<file path="src/rtl/toggle_cover_detector_if.sv">
// Sample/report bundle between the monitored-signal source and the toggle-cover detector.
// The master drives the sample controls; the slave returns the per-bit pulses and coverage count.
interface toggle_cover_detector_if #(
  parameter int unsigned WIDTH = 27,
  parameter int unsigned CNT_W = $clog2(WIDTH + 1)
);
  logic             enable;
  logic             clear;
  logic [WIDTH-1:0] sig;
  logic [WIDTH-1:0] valid;
  logic [CNT_W-1:0] covered_cnt;
  logic             all_covered;

  modport master (
    output enable,
    output clear,
    output sig,
    input  valid,
    input  covered_cnt,
    input  all_covered
  );

  modport slave (
    input  enable,
    input  clear,
    input  sig,
    output valid,
    output covered_cnt,
    output all_covered
  );
endinterface

</file>
<file path="src/rtl/toggle_cover_detector.sv">
// Per-bit toggle-coverage tracker: pulses valid[i] once when bit i has seen both a rise and a fall,
// and keeps a running count of fully toggled bits since reset or clear.
module toggle_cover_detector #(
  parameter int unsigned WIDTH = 27,
  parameter int unsigned CNT_W = $clog2(WIDTH + 1)
) (
  input  logic                   clock,
  input  logic                   reset,
  toggle_cover_detector_if.slave bus
);

  logic [WIDTH-1:0] prev;
  logic             base_ok;
  logic [WIDTH-1:0] seen_rise;
  logic [WIDTH-1:0] seen_fall;
  logic [WIDTH-1:0] valid_q;
  logic [CNT_W-1:0] covered_cnt_q;

  logic [WIDTH-1:0] rise;
  logic [WIDTH-1:0] fall;
  logic [WIDTH-1:0] seen_rise_nxt;
  logic [WIDTH-1:0] seen_fall_nxt;
  logic [WIDTH-1:0] new_cov;
  logic [CNT_W-1:0] new_cnt;

  // Edge detection against the last enabled sample; a bit is new when both flags complete now.
  always_comb begin
    rise          = ~prev & bus.sig;
    fall          = prev & ~bus.sig;
    seen_rise_nxt = seen_rise | rise;
    seen_fall_nxt = seen_fall | fall;
    new_cov       = (seen_rise_nxt & seen_fall_nxt) & ~(seen_rise & seen_fall);
  end

  // Population count of bits completing on this sample.
  always_comb begin
    new_cnt = '0;
    for (int unsigned i = 0; i < WIDTH; i++) begin
      new_cnt = new_cnt + CNT_W'(new_cov[i]);
    end
  end

  always_ff @(posedge clock or negedge reset) begin
    if (!reset) begin
      prev          <= '0;
      base_ok       <= 1'b0;
      seen_rise     <= '0;
      seen_fall     <= '0;
      valid_q       <= '0;
      covered_cnt_q <= '0;
    end else if (bus.clear) begin
      // prev is left alone: base_ok=0 forces the next enabled sample to be a baseline.
      base_ok       <= 1'b0;
      seen_rise     <= '0;
      seen_fall     <= '0;
      valid_q       <= '0;
      covered_cnt_q <= '0;
    end else if (!bus.enable) begin
      valid_q <= '0;
    end else if (!base_ok) begin
      prev    <= bus.sig;
      base_ok <= 1'b1;
      valid_q <= '0;
    end else begin
      prev          <= bus.sig;
      seen_rise     <= seen_rise_nxt;
      seen_fall     <= seen_fall_nxt;
      valid_q       <= new_cov;
      covered_cnt_q <= covered_cnt_q + new_cnt;
    end
  end

  assign bus.valid       = valid_q;
  assign bus.covered_cnt = covered_cnt_q;
  assign bus.all_covered = (covered_cnt_q == CNT_W'(WIDTH));

endmodule

</file>
<file path="src/flat_wrapper.sv">
// flat-port wrapper written by rule: the top's interface ports become plain ports
module toggle_cover_detector_flat 
#(
  parameter int unsigned WIDTH = 27,
  parameter int unsigned CNT_W = $clog2(WIDTH + 1)
)
  (clock, reset, bus_enable, bus_clear, bus_sig, bus_valid, bus_covered_cnt, bus_all_covered);
  toggle_cover_detector_if #(.WIDTH(WIDTH), .CNT_W(CNT_W)) bus_i ();
  input  logic clock;
  input  logic reset;
  input wire logic [$bits(bus_i.enable)-1:0] bus_enable;
  input wire logic [$bits(bus_i.clear)-1:0] bus_clear;
  input wire logic [$bits(bus_i.sig)-1:0] bus_sig;
  output wire logic [$bits(bus_i.valid)-1:0] bus_valid;
  output wire logic [$bits(bus_i.covered_cnt)-1:0] bus_covered_cnt;
  output wire logic [$bits(bus_i.all_covered)-1:0] bus_all_covered;
  assign bus_i.enable = bus_enable;
  assign bus_i.clear = bus_clear;
  assign bus_i.sig = bus_sig;
  assign bus_valid = bus_i.valid;
  assign bus_covered_cnt = bus_i.covered_cnt;
  assign bus_all_covered = bus_i.all_covered;
  toggle_cover_detector #(.WIDTH(WIDTH), .CNT_W(CNT_W)) u_core (.clock(clock), .reset(reset), .bus(bus_i));
endmodule
</file>
<file path="config.mk">
export PLATFORM = sky130hd
export DESIGN_NAME = toggle_cover_detector_flat
export DESIGN_NICKNAME = d
export VERILOG_FILES = /design/src/rtl/toggle_cover_detector_if.sv /design/src/rtl/toggle_cover_detector.sv /design/src/flat_wrapper.sv
export SDC_FILE = /design/constraint.sdc
export NUM_CORES = 1
export LEC_CHECK = 0
export ABC_AREA = 1
export CAP_MARGIN = 20
export CORE_ASPECT_RATIO = 1.2
export CORE_MARGIN = 10
export CORE_UTILIZATION = 35
export DETAILED_ROUTE_END_ITERATION = 16
export PLACE_DENSITY = 0.55
export SYNTH_ARGS = -nofsm -noshare
export SYNTH_HDL_FRONTEND = slang
export SYNTH_SLANG_ARGS = --single-unit
</file>
<file path="constraint.sdc">
create_clock -name clock -period 5.76 [get_ports clock]
set_input_delay 1.152 -clock clock [delete_from_list [all_inputs] [get_ports clock]]
set_output_delay 1.152 -clock clock [all_outputs]
set_load 0.02 [all_outputs]
</file>
==> flow_summary.rst <==
.. list-table::
   :header-rows: 1

   * - Metric
     - Value
   * - RD Place Congestion
     - 0.747
   * - Minimum clock period after layout
     - 5980 ps
   * - Required arrival time at the worst endpoint
     - 6070 ps
   * - Setup Crit Path Kind
     - input port to flip-flop
   * - Antenna violations before repair
     - 0
   * - Sw power
     - 0.000841 W
   * - Number of global-route vias before repair
     - 6061
   * - Post-Route WL
     - 19300 µm
   * - Area occupied by registers
     - 2850 µm²
   * - Cell area after layout
     - 9120 µm²
   * - Number of standard cells after synthesis
     - 615
   * - Routed Antenna Nets
     - 0
   * - Worst Path Arrival
     - 6290 ps
   * - Top cell by count, worst path
     - sky130_fd_sc_hd__fa_1
   * - Average cell area after synthesis
     - 9.00 µm²
   * - Global Route met1 Usage
     - 0.196
   * - Violated checks
     - negative setup slack
   * - Die boundary height
     - 158 µm
   * - Internal power
     - 0.00208 W
   * - Synth Net Count
     - 681
   * - Final Skew
     - 8.11 ps
   * - Initial drt markers
     - 498
   * - # nets final
     - 1001
   * - Biggest area contributors in the synthesized netlist
     - sky130_fd_sc_hd__dfrtp_1 (52%), sky130_fd_sc_hd__nand2_1 (8.0%), sky130_fd_sc_hd__o21ai_0 (7.7%), sky130_fd_sc_hd__inv_1 (7.5%), sky130_fd_sc_hd__fa_1 (7.2%)
   * - Share of power burned in the clock network
     - 0.392
   * - Clock sinks
     - 114
   * - Met2 track utilization from global routing
     - 0.323
   * - Maximum operating frequency
     - 0.167 GHz
   * - Area of combinational cells with multiple inputs
     - 2330 µm²
   * - Overall die area
     - 21300 µm²
   * - Synth warn
     - 0
   * - Initial core utilization
     - 0.355
   * - Final Slew Violations
     - 0
   * - Fraction of layout instances using a drive strength above 1
     - 0.389
   * - Unrepaired setup endpoints after global routing
     - true
   * - Post-DP HPWL
     - 9110 µm
   * - Pwr dens
     - 321 nW/µm²
   * - Synthesized cell area
     - 5540 µm²
   * - Hold-fix buffer count after cts
     - 0
   * - CTS root buf
     - sky130_fd_sc_hd__clkbuf_16
   * - Final setup TNS
     - -443 ps
   * - Met3 capacity usage during global routing
     - 0.0444
   * - Crit path setup slack, layout
     - -217 ps
   * - Worst hold-check path type
     - flip-flop to flip-flop
   * - Leakage power of the design
     - 4.65 nW
   * - Detailed-routing iteration count for the pre-antenna-repair pass
     - 5
   * - Count of unique library cells instantiated by Yosys
     - 24
   * - CP max stage delay
     - 540 ps
   * - Number of I/O pins
     - 64
   * - Clock-pin transition on the worst setup and hold timing paths
     - 50 ps
   * - Measured slew at the worst slew-check pin
     - 824 ps
   * - Dpl cell area
     - 6660 µm²
   * - Rel. slew slack
     - 0.451
   * - Vias per std cell
     - 4.81
   * - Number of cell rows
     - 50
   * - Share of power burned in registers
     - 0.305
   * - TritonCTS buffer count
     - 17
   * - Pin count of the biggest net entering global routing
     - 65
   * - Fraction of the cycle the final worst path needs
     - 1.04
   * - TritonCTS clock tree
     - built
   * - Routing layer with the top usage in global route
     - met2
   * - Clock network latency to the later pin of the worst-skew pair
     - 430 ps
   * - Status
     - finished, violations left
   * - Crit Path Max Fanout
     - 3
   * - Cell with the biggest individual delay on the critical path
     - sky130_fd_sc_hd__fa_1
   * - X dimension of the die
     - 135 µm
   * - Sequential element share of the synthesized area
     - 0.515
   * - WL/cell
     - 16.7 µm
   * - Largest vdd supply drop
     - 0.000268 V
   * - Area Overhead vs Synth
     - 64.7%
   * - Chain of cells forming the critical path
     - buf_6 -> inv_4 -> o21ai_4 -> o21ai_2 -> nor2_1 -> ha_1 -> fa_1 -> inv_1 -> fa_1 -> fa_1 -> fa_1 -> fa_1 -> fa_1 -> inv_2 -> fa_2 -> fa_2 -> a21oi_2 -> nor2_1 -> nor2_1 -> nand3_1 -> nand3_1 -> nand2_1
   * - Area leader, netlist
     - sky130_fd_sc_hd__dfrtp_1
   * - Switching power share of the total
     - 0.288
   * - Max-cap viol count
     - 0
   * - Critical path buffers and inverters
     - 4
   * - Deepest clock path buffer count
     - 2
   * - Synth Register Bits
     - 114
   * - Slack of the worst reg-to-reg path
     - 160 ps
   * - Residual DRC count
     - 0
   * - Crit path max-delay family
     - adder cells
   * - Wire length of the first global-routing pass
     - 30600 µm
   * - Minimum hold slack
     - 508 ps
   * - Number of failing setup endpoints in the final timing report
     - 4
   * - Aggregate global routing overflow
     - 0
   * - Antenna Diode Count
     - 0
   * - CTS H-Tree Depth
     - 4
   * - Detailed-route via count
     - 5561
   * - Comb pwr share
     - 0.303
   * - Area of the core
     - 15600 µm²
   * - Endpoint kind of the worst setup timing path
     - flip-flop
   * - Aggregate global-route resource usage
     - 0.186
   * - Endpoints failing hold
     - 0
   * - Type of origin of the critical path
     - input port
   * - IO Port Bufs
     - 63
   * - Fill cell total of the finished layout
     - 1262
   * - Share of the synthesized area in the top cell type
     - 0.515
## final timing paths
check                                 from  cells after the start                         to
min                        u_core.prev[24]                      2            u_core.prev[24]
max                             bus_sig[0]                     22  u_core.bus.covered_cnt[4]
min in group asynchronous            reset                      1            u_core.prev[17]
max reg2reg                 u_core.prev[0]                     20  u_core.bus.covered_cnt[4]
max in group asynchronous            reset                      2       u_core.seen_fall[11]
min reg2reg                u_core.prev[24]                      2            u_core.prev[24]
## synthesized netlist by cell type
cell	instances
sky130_fd_sc_hd__a21oi_1	34
sky130_fd_sc_hd__buf_2	10
sky130_fd_sc_hd__buf_6	2
sky130_fd_sc_hd__clkbuf_1	6
sky130_fd_sc_hd__dfrtp_1	114
sky130_fd_sc_hd__fa_1	20
sky130_fd_sc_hd__ha_1	15
sky130_fd_sc_hd__inv_1	110
sky130_fd_sc_hd__inv_2	1
sky130_fd_sc_hd__nand2_1	118
sky130_fd_sc_hd__nand2_2	2
sky130_fd_sc_hd__nand3_1	8
sky130_fd_sc_hd__nor2_1	41
sky130_fd_sc_hd__nor2_4	1
sky130_fd_sc_hd__nor3_1	1
sky130_fd_sc_hd__o211ai_1	17
sky130_fd_sc_hd__o21ai_0	85
sky130_fd_sc_hd__o21ai_1	1
sky130_fd_sc_hd__o21bai_1	1
sky130_fd_sc_hd__o22ai_1	9
sky130_fd_sc_hd__or2_1	1
sky130_fd_sc_hd__or2_2	15
sky130_fd_sc_hd__xnor2_1	2
sky130_fd_sc_hd__xor2_1	1
## kinds of logic after synthesis
| kind of cell | Yosys count | share of synthesized area |
|---|---|---|
| xor gates and xnor gates | 3 | 0.00475 |
| adders and majority gates | 35 | 0.106 |
| AOI/OAI and AO/OA | 147 | 0.143 |
| buffers and inverters | 129 | 0.0924 |
| and+or+nand+nor | 187 | 0.138 |
| DFF | 114 | 0.515 |
## per-layer routing
metal  wire, µm  part of all wire  vias up
met5          0                 0        -
met4        874             0.045        0
met3       1090             0.056       77
met2       9980              0.52      214
met1       7370              0.38     2684
li1           -                 -     2586
## flip-flops by register name, indices dropped and copies added, names as in the netlist
signal                  cells
u_core.seen_rise           27
u_core.seen_fall           27
u_core.base_ok              1
u_core.prev                27
u_core.bus.covered_cnt      5
u_core.bus.valid           27
## cell type report
type	count	share of cell area
well taps	208	0.0285
clock buffers	23	0.0535
clock inverters	9	0.0166
inverters	111	0.0471
flip-flops and latches	114	0.313
repair buffers	319	0.286
multi-input cells	372	0.256
## power by group through the flow
stage	Sequential (W)	Clock (W)	Combinational, W
finish	0.000892	0.00115	0.000884
global route	0.000896	0.00120	0.000966
CTS	0.000887	0.00115	0.000813
detailed placement	0.000896	0	0.000574
global placement	0.000895	0	0.000549
floorplan	0.000901	0	0.000340
## tightest hold or removal path: cells and delay by family, from the launching register on
family / cells / cell delay [ps]
compound gates: 1 / 60
flops: 1 / 360
simple gates: 1 / 50
## cell usage in the layout, fill, tap and decap left out, types with 4 or more instances in the layout
cell type / instances
sky130_fd_sc_hd__o22ai_1: 9
sky130_fd_sc_hd__bufinv_16: 4
sky130_fd_sc_hd__clkdlybuf4s50_1: 49
sky130_fd_sc_hd__a21oi_1: 30
sky130_fd_sc_hd__inv_2: 12
sky130_fd_sc_hd__clkbuf_8: 4
sky130_fd_sc_hd__buf_4: 237
sky130_fd_sc_hd__clkbuf_16: 17
sky130_fd_sc_hd__ha_1: 15
sky130_fd_sc_hd__or2_2: 14
sky130_fd_sc_hd__fa_1: 18
sky130_fd_sc_hd__buf_2: 4
sky130_fd_sc_hd__nand2_2: 13
sky130_fd_sc_hd__o21ai_0: 65
sky130_fd_sc_hd__o21ai_1: 4
sky130_fd_sc_hd__nand2_1: 106
sky130_fd_sc_hd__o21ai_2: 15
sky130_fd_sc_hd__dfrtp_1: 114
sky130_fd_sc_hd__o211ai_1: 17
sky130_fd_sc_hd__inv_1: 95
sky130_fd_sc_hd__buf_6: 23
sky130_fd_sc_hd__nand3_1: 8
sky130_fd_sc_hd__nor2_1: 38
## repair_timing
| action | 4_1_cts | 5_1_grt |
|---|---|---|
| gates resized for setup | 86 | 53 |
| pin swaps | 25 | 9 |
| setup endpoints to repair | 4 | 8 |
| setup buffers | 210 | 12 |
## per-stage QoR
| stage | instances | util | setup slack [ps] | total power [W] |
|---|---|---|---|---|
| floorplan | 615 | - | -164 | 0.00124 |
| global placement | 911 | 0.428 | -850 | 0.00144 |
| detailed placement | 911 | 0.428 | -950 | 0.00147 |
| CTS | 1153 | 0.574 | -45.9 | 0.00285 |
| global route | 1156 | 0.585 | -368 | 0.00306 |
| finish | 1156 | 0.585 | -217 | 0.00292 |
No activity file was read; power rests on OpenSTA's default activity.
